--- src/rtl/lifo_arb_pkg.sv ---
// Shared constants and width helpers for the LIFO arbiter slice.
package lifo_arb_pkg;

  localparam logic OP_PUSH    = 1'b0;
  localparam logic OP_POP     = 1'b1;
  localparam int   LIFO_DEPTH = 16;

  function automatic int clog2(input int n);
    int r;
    r = 0;
    for (int i = 0; i < 31; i++) begin
      r = ((1 << i) < n) ? (i + 1) : r;
    end
    return r;
  endfunction

  function automatic int id_width(input int n);
    return (clog2(n) < 1) ? 1 : clog2(n);
  endfunction

  // count spans 0..LIFO_DEPTH inclusive
  localparam int CNT_W = clog2(LIFO_DEPTH + 1);

endpackage

--- src/rtl/lifo_arbiter_rr_pick.sv ---
// Rotating-priority picker: grants the first eligible requester at or after ptr.
module rr_pick #(
  parameter int N  = 2,
  parameter int IW = 1
) (
  input  logic [N-1:0]  elig,
  input  logic [IW-1:0] ptr,
  output logic [N-1:0]  gnt,
  output logic          any,
  output logic [IW-1:0] idx
);

  logic [N-1:0]  rot_s;
  logic [IW-1:0] off_s;
  logic [IW:0]   sum_s;

  assign rot_s = N'({elig, elig} >> ptr);

  // lowest set bit of the rotated vector is the offset from the pointer
  always_comb begin
    off_s = '0;
    for (int i = N - 1; i >= 0; i--) begin
      off_s = rot_s[i] ? IW'(i) : off_s;
    end
  end

  assign any   = |rot_s;
  assign sum_s = {1'b0, ptr} + {1'b0, off_s};
  assign idx   = (sum_s >= (IW+1)'(N)) ? IW'(sum_s - (IW+1)'(N)) : IW'(sum_s);
  assign gnt   = any ? (N'(1'b1) << idx) : '0;

endmodule

--- src/rtl/lifo_arbiter.sv ---
// Round-robin arbiter sequencing NREQ push/pop requesters onto one shared LIFO.
module lifo_arbiter
  import lifo_arb_pkg::*;
#(
  parameter int NREQ = 2,
  parameter int DW   = 8,
  parameter int IDW  = id_width(NREQ)
) (
  input  logic               clk,
  input  logic               resetn,
  input  logic [NREQ-1:0]    req,
  input  logic [NREQ-1:0]    req_op,
  input  logic [NREQ-1:0]    req_lock,
  input  logic [NREQ*DW-1:0] req_data,
  output logic [NREQ-1:0]    gnt,
  output logic               rsp_valid,
  output logic [IDW-1:0]     rsp_id,
  output logic [DW-1:0]      rsp_data,
  output logic               lifo_we,
  output logic               lifo_re,
  output logic [DW-1:0]      lifo_datain,
  input  logic [DW-1:0]      lifo_dataout,
  input  logic               lifo_full,
  input  logic               lifo_empty,
  output logic               busy
);

  logic             we_r, re_r, rsp_valid_r, lock_r;
  logic [DW-1:0]    datain_r;
  logic [IDW-1:0]   issue_id_r, rsp_id_r, ptr_r, lock_id_r;
  logic [CNT_W-1:0] cnt_r;

  logic             pfull_s, pempty_s, lock_hit_s, pick_any_s, any_s;
  logic             win_op_s, win_lock_s;
  logic [NREQ-1:0]  elig_s, pick_gnt_s, gnt_s;
  logic [IDW-1:0]   pick_idx_s, win_s, ptr_nxt_s;
  logic [DW-1:0]    win_data_s;

  // flags trail the issue stage by a cycle, so account for the pending command
  assign pfull_s  = lifo_full  | ((cnt_r == CNT_W'(LIFO_DEPTH - 1)) & we_r);
  assign pempty_s = lifo_empty | ((cnt_r == CNT_W'(1)) & re_r);

  // per-requester eligibility and whether the lock holder can be served again
  always_comb begin
    elig_s     = '0;
    lock_hit_s = 1'b0;
    for (int k = 0; k < NREQ; k++) begin
      elig_s[k]  = req[k] & ((req_op[k] == OP_PUSH) ? ~pfull_s : ~pempty_s);
      lock_hit_s = lock_hit_s | (lock_r & (lock_id_r == IDW'(k)) & elig_s[k]);
    end
  end

  rr_pick #(
    .N  (NREQ),
    .IW (IDW)
  ) u_pick (
    .elig (elig_s),
    .ptr  (ptr_r),
    .gnt  (pick_gnt_s),
    .any  (pick_any_s),
    .idx  (pick_idx_s)
  );

  assign any_s     = lock_hit_s | pick_any_s;
  assign win_s     = lock_hit_s ? lock_id_r : pick_idx_s;
  assign gnt_s     = lock_hit_s ? (NREQ'(1'b1) << lock_id_r) : pick_gnt_s;
  assign ptr_nxt_s = (win_s == IDW'(NREQ - 1)) ? '0 : win_s + IDW'(1);

  // select the winning requester's command fields
  always_comb begin
    win_data_s = '0;
    win_op_s   = OP_PUSH;
    win_lock_s = 1'b0;
    for (int k = 0; k < NREQ; k++) begin
      win_data_s = (win_s == IDW'(k)) ? req_data[k*DW +: DW] : win_data_s;
      win_op_s   = (win_s == IDW'(k)) ? req_op[k]            : win_op_s;
      win_lock_s = (win_s == IDW'(k)) ? req_lock[k]          : win_lock_s;
    end
  end

  // issue register, response pipe, fill count, RR pointer and lock state
  always_ff @(posedge clk or negedge resetn) begin
    if (!resetn) begin
      we_r        <= 1'b0;
      re_r        <= 1'b0;
      datain_r    <= '0;
      issue_id_r  <= '0;
      rsp_valid_r <= 1'b0;
      rsp_id_r    <= '0;
      cnt_r       <= '0;
      ptr_r       <= '0;
      lock_r      <= 1'b0;
      lock_id_r   <= '0;
    end else begin
      we_r        <= any_s & (win_op_s == OP_PUSH);
      re_r        <= any_s & (win_op_s == OP_POP);
      datain_r    <= (any_s & (win_op_s == OP_PUSH)) ? win_data_s : '0;
      issue_id_r  <= any_s ? win_s : issue_id_r;
      rsp_valid_r <= re_r;
      rsp_id_r    <= re_r ? issue_id_r : rsp_id_r;
      case ({we_r, re_r})
        2'b10:   cnt_r <= cnt_r + CNT_W'(1);
        2'b01:   cnt_r <= cnt_r - CNT_W'(1);
        default: cnt_r <= cnt_r;
      endcase
      ptr_r     <= (any_s & ~lock_hit_s) ? ptr_nxt_s : ptr_r;
      lock_r    <= any_s & win_lock_s;
      lock_id_r <= win_s;
    end
  end

  assign gnt         = gnt_s;
  assign lifo_we     = we_r;
  assign lifo_re     = re_r;
  assign lifo_datain = datain_r;
  assign rsp_valid   = rsp_valid_r;
  assign rsp_id      = rsp_id_r;
  assign rsp_data    = rsp_valid_r ? lifo_dataout : '0;
  assign busy        = re_r | rsp_valid_r;

endmodule

--- config.mk ---
export PLATFORM = sky130hd
export DESIGN_NAME = lifo_arbiter
export DESIGN_NICKNAME = d
export VERILOG_FILES = /design/src/rtl/lifo_arb_pkg.sv /design/src/rtl/lifo_arbiter_rr_pick.sv /design/src/rtl/lifo_arbiter.sv
export SDC_FILE = /design/constraint.sdc
export NUM_CORES = 1
export LEC_CHECK = 0
export ABC_AREA = 1
export CORE_MARGIN = 3
export CORE_UTILIZATION = 36
export CTS_BUF_LIST = sky130_fd_sc_hd__clkbuf_16
export CTS_CLUSTER_DIAMETER = 100
export CTS_CLUSTER_SIZE = 10
export DETAILED_ROUTE_END_ITERATION = 16
export PLACE_DENSITY_LB_ADDON = 0.12
export SYNTH_ARGS = -nofsm -noshare
export SYNTH_HDL_FRONTEND = slang
export SYNTH_SLANG_ARGS = --single-unit
--- constraint.sdc ---
create_clock -name clk -period 4.8 [get_ports clk]
set_clock_uncertainty 0.05 [all_clocks]
set_input_delay 0.96 -clock clk [delete_from_list [all_inputs] [get_ports clk]]
set_output_delay 0.96 -clock clk [all_outputs]
set_load 0.01 [all_outputs]
==> run metrics <==
register area 525.5 um^2; Netlist Area Pre-Place roughly 1300 um^2; worst path arrival time ~3.2 ns; total of max-cap violations 0; die area between 4000 and 5000 um^2; unrepaired setup endpoints after global routing no; DRT iter0 DRCs 47; Total Neg Setup Slack 0 ns; R2R Path End lifo_datain[0]$_DFF_PN0_; Syn Area/Cell 7.559 um^2; Lkg Pwr 1.017 nW; antenna-violating nets left 0; Routability Congestion roughly 0.78; Critical Path Start Type input pin; DRC viols 0; Final period util 0.8697; r2r setup slk between 2 and 2.5 ns; worst hold stages 2; Hold Crit Class reg -> reg; WHS Endpoint issue_id_r$_DFFE_PN0P_; post-CTS sizing 0; syn_nets 207; maximum clock rate about 240 MHz; total global-route track usage 0.1618; Die X 65.40 um; antenna violations before repair 0; largest net degree at the start of global routing 22; #FFs+latches synth 21; post-synthesis cell count approximately 170; yosys warns 0; share of layout cells above drive strength 1 0.1111; cts bufs inserted 3; slowest CP cell clkdlybuf4s50_1; Routed WL between 3 and 4 mm; clock-pin slew on the worst setup and hold paths 0.06 ns; via density per instance 4.431; Crit Path Category in -> out; Power Density 415.9 nW/um^2; hold buffers post-CTS 0; initial core utilization 0.3965; most common cell in the netlist nand2_1; Core Footprint around 3200 um^2; Period minus WS final around 4.2 ns; global route overflow 0; leading post-synthesis cells by cell area dfrtp_1 41%, nand2_1 12%, inv_1 11%; Max transition margin 0.3686; Synth Flop Type dfrtp_1; area of the multi-input gates 574.3 um^2; first-pass GRT wire length 5.409 mm; Die Ht 65.40 um; CP required approximately 3.8 ns; hold_sp issue_id_r$_DFFE_PN0P_; root buf cell clkbuf_16; FP Rows 20; register area share after synthesis 0.4138; total power ~0.00081 W; reg2reg path depth 17; clk_lat worst skew 0.25 ns; number of flops mapped to enable cells by yosys 0; Port Buf Inserts 56; vias 1192; worst r2r src cnt_r[0]$_DFFE_PN0P_; Hold Fails Final Rpt 0; diode count 0; WL/cell between 10 and 15 um; fin. max-slew vios 0; Area growth syn-to-layout 52.91%; clock buffer depth 2; clk sinks 21; critical path peak fanout 13; Worst VDD drop 0.1606 mV; crit-path most repeated cell nand2_1; Worst-Margin Slew 0.9441 ns; CP max stage delay 0.55 ns; Synth cell types 23; vias in the first global route 1265; status finished clean; crit end category primary output; # IOs 57; fin nets 265; fillers 314; crit-path cells clkdlybuf4s50_1, inv_1, nand2_1, nand2_1, inv_1, nand3_2, nand2_1, inv_2, nand2_4, nand2_4, nor2_1, clkdlybuf4s50_1; post-synth top area cell dfrtp_1; fraction of registers with async set/reset 1.000; Post-CTS Repair Setup Buffers 0; Synth top area share 0.4138; Commonest cells post-synth 39 x nand2_1, 37 x inv_1, 21 x dfrtp_1, 12 x nand3_1, 12 x nor2_1; CTS tree yes; final setup violation count 0; number of H-tree levels 1; Initial DRT Pass Iterations 4; dpl hpwl 2.461 mm
state kept, by name, indices dropped and copies added (netlist names):
| register | cells |
|---|---|
| lifo_re | 1 |
| cnt_r | 5 |
| rsp_id | 1 |
| issue_id_r | 1 |
| lock_id_r | 1 |
| ptr_r | 1 |
| lock_r | 1 |
| lifo_datain | 8 |
| rsp_valid | 1 |
| lifo_we | 1 |
layout make-up:
cell class,instances,area share
inverter,39,0.07539
clock inverter,1,0.002577
clock buffer,3,0.03866
timing repair buffer,56,0.2887
multi-input combinational,105,0.2957
sequential,21,0.2706
tap,44,0.02835
power by group:
group          switching [W]  internal (W)
clock network      0.0000657      0.000112
registers          0.0000436      0.000231
logic               0.000182      0.000174
metrics by stage:
| step | area (um^2) | instances | util | setup WS, ns | hold slack, ns |
|---|---|---|---|---|---|
| global route | 1942 | 269 | 0.6063 | 0.4305 | 0.4813 |
| detailed placement | 1862 | 265 | 0.5813 | 0.6155 | 0.4338 |
| finish | 1942 | 269 | 0.6063 | 0.6256 | 0.4374 |
| CTS | 1942 | 269 | 0.6063 | 0.6103 | 0.4487 |
| floorplan | 1270 | 168 | - | 1.856 | 0.3976 |
| global placement | 1862 | 265 | 0.5813 | 0.6972 | 0.4189 |
worst max-delay path, delay by kind of cell:
kind	cells	cell delay [ns]
buffers and inverters	5	1.26
and+or+nand+nor	7	0.92
worst max path at each step:
| stage | depth (start not counted) | from | slack [ns] | to |
|---|---|---|---|---|
| 3_3_place_gp | 12 | req_op[0] | 0.70 | gnt[1] |
| 5_1_grt | 12 | req_op[0] | 0.43 | gnt[1] |
| 3_5_place_dp | 12 | req_op[0] | 0.62 | gnt[1] |
| 4_1_cts | 12 | req_op[0] | 0.61 | gnt[1] |
| 2_1_floorplan | 12 | lifo_full | 1.86 | gnt[1] |
| 6_report | 12 | req_op[0] | 0.63 | gnt[1] |
metal layers:
layer,global-route usage,share of wire
met2,0.2946,0.50
met5,0,0
met1,0.1756,0.41
met3,0.04274,0.060
met4,0.06736,0.022
layout by cell type (no fill, tap or decap), types with 2 or more instances in the layout:
master,instances
inv_2,2
xnor2_1,2
nand2_4,2
inv_1,37
clkbuf_16,3
nand3_1,12
nand2_2,10
o21ai_0,7
nor2_1,12
clkdlybuf4s50_1,56
nand2_1,39
nand3_2,3
xor2_1,3
ha_1,5
a21oi_1,4
dfrtp_1,21
cells by family after synthesis:
kind of cell,Yosys count,synth area share
flip-flops,21,0.4138
AO/OA/AOI/OAI,14,0.06109
adder cells (fa/ha/maj),5,0.04926
XOR/XNOR,5,0.03449
buffers and inverters,42,0.1340
AND/OR/NAND/NOR,80,0.2985
multiplexers,1,0.008866
Power figures use the tool's default switching activity.
